--- config.mk ---
export PLATFORM = sky130hd
export DESIGN_NAME = plot_sink_flat
export DESIGN_NICKNAME = d
export VERILOG_FILES = /design/src/rtl/plot_sink_if.sv /design/src/rtl/plot_sink.sv /design/src/flat_wrapper.sv
export SDC_FILE = /design/constraint.sdc
export NUM_CORES = 1
export LEC_CHECK = 0
export ABC_AREA = 0
export BUFFER_PORTS_ARGS = -buffer_cell sky130_fd_sc_hd__buf_2
export CORE_UTILIZATION = 55
export CTS_CLUSTER_DIAMETER = 200
export DETAILED_ROUTE_END_ITERATION = 7
export PLACE_DENSITY = 0.82
export SYNTH_ARGS = -nofsm -noshare
export SYNTH_HDL_FRONTEND = slang
export SYNTH_SLANG_ARGS = --single-unit
--- constraint.sdc ---
create_clock -name clk -period 2.9 [get_ports clk]
set_input_delay 0.145 -clock clk [delete_from_list [all_inputs] [get_ports clk]]
set_output_delay 0.145 -clock clk [all_outputs]
set_load 0.02 [all_outputs]
--- src/rtl/plot_sink_if.sv ---
// plot_sink_if: plot request handshake, clear control and frame-RAM write port.
// Latency: none, wiring only.
// Backpressure: plot_ready (sink to source) and mem_grant (RAM to sink).
interface plot_sink_if;
    logic        plot_valid;
    logic        plot_ready;
    logic [7:0]  x;
    logic [6:0]  y;
    logic [2:0]  colour;
    logic        clear_req;
    logic        clear_busy;
    logic        mem_we;
    logic [14:0] mem_addr;
    logic [2:0]  mem_data;
    logic        mem_grant;
    logic [7:0]  drop_count;

    // Plot source / RAM arbiter side
    modport master (
        output plot_valid, x, y, colour, clear_req, mem_grant,
        input  plot_ready, clear_busy, mem_we, mem_addr, mem_data, drop_count
    );

    // plot_sink side
    modport slave (
        input  plot_valid, x, y, colour, clear_req, mem_grant,
        output plot_ready, clear_busy, mem_we, mem_addr, mem_data, drop_count
    );
endinterface

--- src/rtl/plot_sink.sv ---
// plot_sink: queues 160x120 pixel plots, drops off-screen ones, writes frame RAM; full-screen clear sweep.
// Latency: accepted plot shows on mem_we two cycles later (FIFO push, then output register load).
// Backpressure: plot_ready low when FIFO full or clear busy; output register holds while !mem_grant.
// Optional feature macro: PLOT_SINK_DROP_COUNT_EN enables the saturating off-screen drop counter.
module plot_sink #(
    parameter int         FIFO_DEPTH   = 8,
    parameter logic [2:0] CLEAR_COLOUR = 3'b000
) (
    input  logic       clk,
    input  logic       reset,
    plot_sink_if.slave bus
);
    localparam int             PTR_W     = $clog2(FIFO_DEPTH);
    localparam logic [PTR_W:0] PTR_ONE   = {{PTR_W{1'b0}}, 1'b1};
    localparam logic [14:0]    LAST_ADDR = 15'd19199;

    typedef struct packed {
        logic [14:0] addr;
        logic [2:0]  colour;
    } pix_t;

    typedef enum logic [1:0] {
        RUN,
        WAIT_DRAIN,
        CLEAR
    } state_t;

    state_t         state_q, state_d;
    logic [PTR_W:0] wr_ptr_q, wr_ptr_d;
    logic [PTR_W:0] rd_ptr_q, rd_ptr_d;
    pix_t           fifo_mem_q [FIFO_DEPTH];
    pix_t           fifo_mem_d [FIFO_DEPTH];
    logic           out_vld_q, out_vld_d;
    pix_t           out_q, out_d;

    logic fifo_empty;
    logic fifo_full;
    logic on_screen;
    logic accept;
    logic push;
    logic pop;
    logic load_en;
    pix_t push_ent;
    pix_t head_ent;

    // Pointers carry one extra wrap bit so full and empty are distinguishable.
    assign fifo_empty = (wr_ptr_q == rd_ptr_q);
    assign fifo_full  = (wr_ptr_q[PTR_W] != rd_ptr_q[PTR_W]) &&
                        (wr_ptr_q[PTR_W-1:0] == rd_ptr_q[PTR_W-1:0]);

    assign bus.plot_ready = !reset && !fifo_full && (state_q == RUN);
    assign bus.clear_busy = (state_q != RUN);

    assign on_screen = (bus.x < 8'd160) && (bus.y < 7'd120);
    assign accept    = bus.plot_valid && bus.plot_ready;
    assign push      = accept && on_screen;

    // y*160 + x as two shifts and an add; max 19199 fits in 15 bits.
    assign push_ent.addr   = {1'b0, bus.y, 7'b0} + {3'b0, bus.y, 5'b0} + {7'b0, bus.x};
    assign push_ent.colour = bus.colour;
    assign head_ent        = fifo_mem_q[rd_ptr_q[PTR_W-1:0]];

    assign bus.mem_we   = out_vld_q;
    assign bus.mem_addr = out_q.addr;
    assign bus.mem_data = out_q.colour;

    // FIFO next state: write at tail on push, advance head on pop.
    always_comb begin
        fifo_mem_d = fifo_mem_q;
        wr_ptr_d   = wr_ptr_q;
        rd_ptr_d   = rd_ptr_q;
        if (push) begin
            fifo_mem_d[wr_ptr_q[PTR_W-1:0]] = push_ent;
            wr_ptr_d = wr_ptr_q + PTR_ONE;
        end
        if (pop) begin
            rd_ptr_d = rd_ptr_q + PTR_ONE;
        end
    end

    // Control FSM and output register: drain plots, then sweep the clear address through the same register.
    always_comb begin
        state_d   = state_q;
        out_vld_d = out_vld_q;
        out_d     = out_q;
        pop       = 1'b0;
        load_en   = !out_vld_q || bus.mem_grant;
        case (state_q)
            RUN: begin
                if (load_en) begin
                    if (!fifo_empty) begin
                        pop       = 1'b1;
                        out_vld_d = 1'b1;
                        out_d     = head_ent;
                    end else begin
                        out_vld_d = 1'b0;
                    end
                end
                if (bus.clear_req) begin
                    state_d = WAIT_DRAIN;
                end
            end
            WAIT_DRAIN: begin
                if (fifo_empty && !out_vld_q) begin
                    // Both stages empty: first clear pixel goes straight into the output register.
                    state_d      = CLEAR;
                    out_vld_d    = 1'b1;
                    out_d.addr   = 15'd0;
                    out_d.colour = CLEAR_COLOUR;
                end else if (load_en) begin
                    if (!fifo_empty) begin
                        pop       = 1'b1;
                        out_vld_d = 1'b1;
                        out_d     = head_ent;
                    end else begin
                        out_vld_d = 1'b0;
                    end
                end
            end
            CLEAR: begin
                // The output address doubles as the sweep counter; it only moves on a committed write.
                if (out_vld_q && bus.mem_grant) begin
                    if (out_q.addr == LAST_ADDR) begin
                        out_vld_d = 1'b0;
                        state_d   = RUN;
                    end else begin
                        out_d.addr   = out_q.addr + 15'd1;
                        out_d.colour = CLEAR_COLOUR;
                    end
                end
            end
            default: begin
                state_d   = RUN;
                out_vld_d = 1'b0;
            end
        endcase
    end

    // Control and pointer registers with synchronous reset.
    always_ff @(posedge clk) begin
        if (reset) begin
            state_q   <= RUN;
            wr_ptr_q  <= '0;
            rd_ptr_q  <= '0;
            out_vld_q <= 1'b0;
            out_q     <= '0;
        end else begin
            state_q   <= state_d;
            wr_ptr_q  <= wr_ptr_d;
            rd_ptr_q  <= rd_ptr_d;
            out_vld_q <= out_vld_d;
            out_q     <= out_d;
        end
    end

    // FIFO storage; contents are don't-care while the pointers say empty.
    always_ff @(posedge clk) begin
        fifo_mem_q <= fifo_mem_d;
    end

`ifdef PLOT_SINK_DROP_COUNT_EN
    logic [7:0] drop_cnt_q, drop_cnt_d;

    // Count accepted off-screen plots, saturating at 255.
    always_comb begin
        drop_cnt_d = drop_cnt_q;
        if (accept && !on_screen && (drop_cnt_q != 8'hFF)) begin
            drop_cnt_d = drop_cnt_q + 8'd1;
        end
    end

    // Drop counter register.
    always_ff @(posedge clk) begin
        if (reset) begin
            drop_cnt_q <= 8'd0;
        end else begin
            drop_cnt_q <= drop_cnt_d;
        end
    end

    assign bus.drop_count = drop_cnt_q;
`else
    assign bus.drop_count = 8'd0;
`endif

endmodule
--- src/flat_wrapper.sv ---
// flat-port wrapper written by rule: the top's interface ports become plain ports
module plot_sink_flat 
#(
    parameter int         FIFO_DEPTH   = 8,
    parameter logic [2:0] CLEAR_COLOUR = 3'b000
)
  (clk, reset, bus_plot_valid, bus_x, bus_y, bus_colour, bus_clear_req, bus_mem_grant, bus_plot_ready, bus_clear_busy, bus_mem_we, bus_mem_addr, bus_mem_data, bus_drop_count);
  plot_sink_if bus_i ();
  input  logic clk;
  input  logic reset;
  input wire logic [$bits(bus_i.plot_valid)-1:0] bus_plot_valid;
  input wire logic [$bits(bus_i.x)-1:0] bus_x;
  input wire logic [$bits(bus_i.y)-1:0] bus_y;
  input wire logic [$bits(bus_i.colour)-1:0] bus_colour;
  input wire logic [$bits(bus_i.clear_req)-1:0] bus_clear_req;
  input wire logic [$bits(bus_i.mem_grant)-1:0] bus_mem_grant;
  output wire logic [$bits(bus_i.plot_ready)-1:0] bus_plot_ready;
  output wire logic [$bits(bus_i.clear_busy)-1:0] bus_clear_busy;
  output wire logic [$bits(bus_i.mem_we)-1:0] bus_mem_we;
  output wire logic [$bits(bus_i.mem_addr)-1:0] bus_mem_addr;
  output wire logic [$bits(bus_i.mem_data)-1:0] bus_mem_data;
  output wire logic [$bits(bus_i.drop_count)-1:0] bus_drop_count;
  assign bus_i.plot_valid = bus_plot_valid;
  assign bus_i.x = bus_x;
  assign bus_i.y = bus_y;
  assign bus_i.colour = bus_colour;
  assign bus_i.clear_req = bus_clear_req;
  assign bus_i.mem_grant = bus_mem_grant;
  assign bus_plot_ready = bus_i.plot_ready;
  assign bus_clear_busy = bus_i.clear_busy;
  assign bus_mem_we = bus_i.mem_we;
  assign bus_mem_addr = bus_i.mem_addr;
  assign bus_mem_data = bus_i.mem_data;
  assign bus_drop_count = bus_i.drop_count;
  plot_sink #(.FIFO_DEPTH(FIFO_DEPTH), .CLEAR_COLOUR(CLEAR_COLOUR)) u_core (.clk(clk), .reset(reset), .bus(bus_i));
endmodule
==> qor.json <==
{
  "ys_top_cells_by_count": {"value": "sky130_fd_sc_hd__edfxtp_1, sky130_fd_sc_hd__mux4_2, sky130_fd_sc_hd__dfxtp_1"},
  "power_per_cell_area": {"value": 797, "unit": "nW/um^2"},
  "worstPathCellList": {"value": "xor2_2, o41ai_2, nor2_1, nand2_1, nor3b_2, buf_4"},
  "power.net_switching": {"value": 0.00230, "unit": "W"},
  "gpl.final_weighted_congestion": {"value": 0.951},
  "postSynthRegisterBits": {"value": 173},
  "track_usage": {"value": 0.255},
  "slew-limit-headroom": {"value": 0.507},
  "maxCapViolCount": {"value": 0},
  "cts_sinks": {"value": 173},
  "max-clock-path-buffers": {"value": 2},
  "clock_skew": {"value": 0.00600, "unit": "ns"},
  "global_route.overflow_total": {"value": 0},
  "via_per_inst": {"value": 6.26},
  "utilization": {"value": 0.653},
  "internal": {"value": 0.00496, "unit": "W"},
  "start_util": {"value": 0.566},
  "yosys.cell_types.count": {"value": 68},
  "leakagePower": {"value": 3.09, "unit": "nW"},
  "ys_top_cells_by_area": {"value": "sky130_fd_sc_hd__edfxtp_1, sky130_fd_sc_hd__mux4_2, sky130_fd_sc_hd__dfxtp_1"},
  "ys.flop_type": {"value": "sky130_fd_sc_hd__edfxtp_1"},
  "hold_class": {"value": "primary input to flop"},
  "timing.critical_path.max_delay_family": {"value": "simple AND/OR/NAND/NOR gates"},
  "slowest_stage": {"value": "sky130_fd_sc_hd__dfxtp_1"},
  "cts_htree_levels": {"value": 4},
  "routed_wl": {"value": 17200, "unit": "um"},
  "postSynthCellCount": {"value": 513},
  "stdcell_area": {"value": 9100, "unit": "sq um"},
  "ctsRootBufferMaster": {"value": "sky130_fd_sc_hd__clkbuf_16"},
  "max_clock_freq": {"value": 405, "unit": "MHz"},
  "setup_slack_of_the_critical_path_after_layout": {"value": 0.431, "unit": "ns"},
  "synth_area_per_cell": {"value": 15.4, "unit": "sq um"},
  "detailed_place_hpwl": {"value": 11400, "unit": "um"},
  "wire_per_inst": {"value": 22.0, "unit": "um"},
  "pwr-share-clk": {"value": 0.304},
  "wire_length_of_the_first_global_routing_pass": {"value": 27300, "unit": "um"},
  "place_worst_setup_slack": {"value": 0.231, "unit": "ns"},
  "ir_worst_vdd": {"value": 0.430, "unit": "mV"},
  "cp-end-kind": {"value": "flop"},
  "edff_count_synth": {"value": 144},
  "clock_latency": {"value": 0.43, "unit": "ns"},
  "grt_max_degree": {"value": 40},
  "swShare": {"value": 0.317},
  "setup-violations-final": {"value": 0},
  "power.combinational.fraction": {"value": 0.274},
  "io_pins": {"value": 52},
  "num_vias": {"value": 4893},
  "cp_data_required_time": {"value": 3.01, "unit": "ns"},
  "power.share.sequential": {"value": 0.421},
  "row_count": {"value": 43},
  "die_w": {"value": 122, "unit": "um"},
  "area_growth_from_synthesis_to_final_layout": {"value": 15.3, "unit": "%"},
  "worstPathMaxFanout": {"value": 14},
  "portBuffers": {"value": 43},
  "core_area": {"value": 13900, "unit": "sq um"},
  "worstPathArrival": {"value": 2.58, "unit": "ns"},
  "slew_violations": {"value": 0},
  "worst-setup-path-type": {"value": "flop to flop"},
  "fp.dieH": {"value": 122, "unit": "um"},
  "fin_nets": {"value": 634},
  "status": {"value": "finished, final reports clean"},
  "synth_area": {"value": 7890, "unit": "sq um"},
  "post-route-min-period": {"value": 2.47, "unit": "ns"},
  "placedInstanceArea": {"value": 8450, "unit": "sq um"},
  "synth_most_common_cell": {"value": "sky130_fd_sc_hd__edfxtp_1"},
  "finalPower": {"value": 0.00726, "unit": "W"},
  "worst_setup_path_start_kind": {"value": "flop"},
  "die_area": {"value": 14800, "unit": "sq um"},
  "worst_hold_slack": {"value": 0.119, "unit": "ns"},
  "number_of_drc_violations_after_detailed_routing_iteration_0": {"value": 603},
  "synth_top_cell_area_share": {"value": 0.548},
  "number_of_global_route_vias_before_repair": {"value": 5039},
  "async_flop_share": {"value": 0},
  "first_pass_iters": {"value": 6},
  "drc": {"value": 0},
  "grt_setup_unrepaired": {"value": "false"},
  "worst-slew-pin-transition": {"value": 0.731, "unit": "ns"},
  "ys_seq_area_frac": {"value": 0.621},
  "fraction_of_layout_cells_with_a_size_suffix_above_1": {"value": 0.282},
  "timing.final.hold_violations": {"value": 0},
  "antennaDiodeCount": {"value": 0},
  "initial_antenna_violation_count": {"value": 0},
  "synth.largest_area_cell": {"value": "sky130_fd_sc_hd__edfxtp_1"},
  "worst-path-buf-inv": {"value": 1},
  "path_clk_slew": {"value": 0.06, "unit": "ns"},
  "final.period_utilization": {"value": 0.852},
  "cts_buffers": {"value": 17},
  "postRouteAntennaNets": {"value": 0},
  "cts_tree": {"value": "done"},
  "yosys_warnings": {"value": 0},
  "worst_path_largest_cell_delay": {"value": 0.61, "unit": "ns"}
}
-- sequential cells by signal, indices dropped and copies added (netlist names) --
register / count
u_core.rd_ptr_q: 4
u_core.wr_ptr_q: 4
u_core.bus.mem_we: 1
u_core.bus.mem_addr: 15
u_core.state_q: 2
u_core.bus.mem_data: 3
u_core.fifo_mem_q: 144
-- layout make-up --
type,instances,area [sq um]
timing repair buffer,82,541
tap,180,225
clock buffer,19,433
inverter,13,48.8
sequential,173,4910
multi-input combinational,302,2810
fill,970,4840
clock inverter,13,139
-- layer usage --
layer  track usage  share of wire
met4         0.113          0.028
met2         0.401           0.49
met1         0.344           0.42
met5             0              0
met3        0.0515          0.067
-- worst min-delay path: cells and delay by family --
kind	cells	cell delay, ns
simple gates	2	0.22
buf+inv	1	0.09
compound gates	1	0.07
-- cell families after synthesis --
group | share of synthesized area
XOR/XNOR | 0.0217
flip-flops | 0.621
other | 0.000475
AO/OA/AOI/OAI | 0.0837
adder cells (fa/ha/maj) | 0.0368
AND/OR/NAND/NOR | 0.0748
multiplexers | 0.130
buffers and inverters | 0.0314
-- what timing repair did --
action,4_1_cts,5_1_grt
resized for setup,0,0
hold endpoints to repair,62,0
setup buffers,0,0
hold buffers,8,0
-- worst paths after layout --
kind,start,end,slack (ns),depth (start not counted)
setup / recovery,u_core.wr_ptr_q[1]$_SDFFE_PP0P_,u_core.fifo_mem_q[60]$_DFFE_PP_,0.43,6
setup reg to reg,u_core.wr_ptr_q[1]$_SDFFE_PP0P_,u_core.fifo_mem_q[60]$_DFFE_PP_,0.43,6
hold reg to reg,u_core.bus.mem_data[0]$_SDFFE_PP0P_,u_core.bus.mem_data[0]$_SDFFE_PP0P_,0.51,2
hold / removal,bus_clear_req,u_core.state_q[0]$_SDFFE_PP0P_,0.12,4
-- layout by cell type, fill, tap and decap left out, types with 4 or more instances in the layout --
cell | Yosys | layout
sky130_fd_sc_hd__o21ai_1 | 5 | 5
sky130_fd_sc_hd__nor3_1 | 7 | 5
sky130_fd_sc_hd__a21oi_1 | 16 | 16
sky130_fd_sc_hd__a31oi_1 | 4 | 4
sky130_fd_sc_hd__dfxtp_1 | 29 | 27
sky130_fd_sc_hd__conb_1 | 1 | 8
sky130_fd_sc_hd__edfxtp_1 | 144 | 144
sky130_fd_sc_hd__mux2i_1 | 13 | 13
sky130_fd_sc_hd__nand3_1 | 13 | 13
sky130_fd_sc_hd__nand2_1 | 24 | 24
sky130_fd_sc_hd__inv_1 | 13 | 13
sky130_fd_sc_hd__mux2_2 | 6 | 6
sky130_fd_sc_hd__mux4_2 | 36 | 36
sky130_fd_sc_hd__clkbuf_16 | 0 | 17
sky130_fd_sc_hd__clkinvlp_4 | 0 | 4
sky130_fd_sc_hd__o21ai_0 | 13 | 13
sky130_fd_sc_hd__nand4_1 | 8 | 8
sky130_fd_sc_hd__buf_2 | 6 | 43
sky130_fd_sc_hd__nor2_1 | 26 | 26
sky130_fd_sc_hd__ha_1 | 20 | 20
sky130_fd_sc_hd__nor3b_2 | 0 | 4
sky130_fd_sc_hd__inv_6 | 0 | 4
sky130_fd_sc_hd__dlygate4sd3_1 | 0 | 8
sky130_fd_sc_hd__buf_4 | 13 | 30
sky130_fd_sc_hd__a211oi_1 | 5 | 5
sky130_fd_sc_hd__and2_1 | 6 | 6
sky130_fd_sc_hd__xnor2_1 | 12 | 12
-- power by group through the flow --
stage / registers [W] / clock network [W] / logic, W
2_1_floorplan: 0.00318 / 0 / 0.00128
3_3_place_gp: 0.00309 / 0 / 0.00190
3_5_place_dp: 0.00310 / 0 / 0.00196
4_1_cts: 0.00305 / 0.00223 / 0.00198
5_1_grt: 0.00307 / 0.00232 / 0.00216
6_report: 0.00306 / 0.00221 / 0.00199
-- stage by stage --
step / cells / setup TNS [ns]
4_1_cts: 782 / 0
2_1_floorplan: 520 / -6.53
3_3_place_gp: 742 / 0
5_1_grt: 782 / 0
3_5_place_dp: 742 / 0
6_report: 782 / 0
Note: power is estimated with default switching activity, not from simulation.
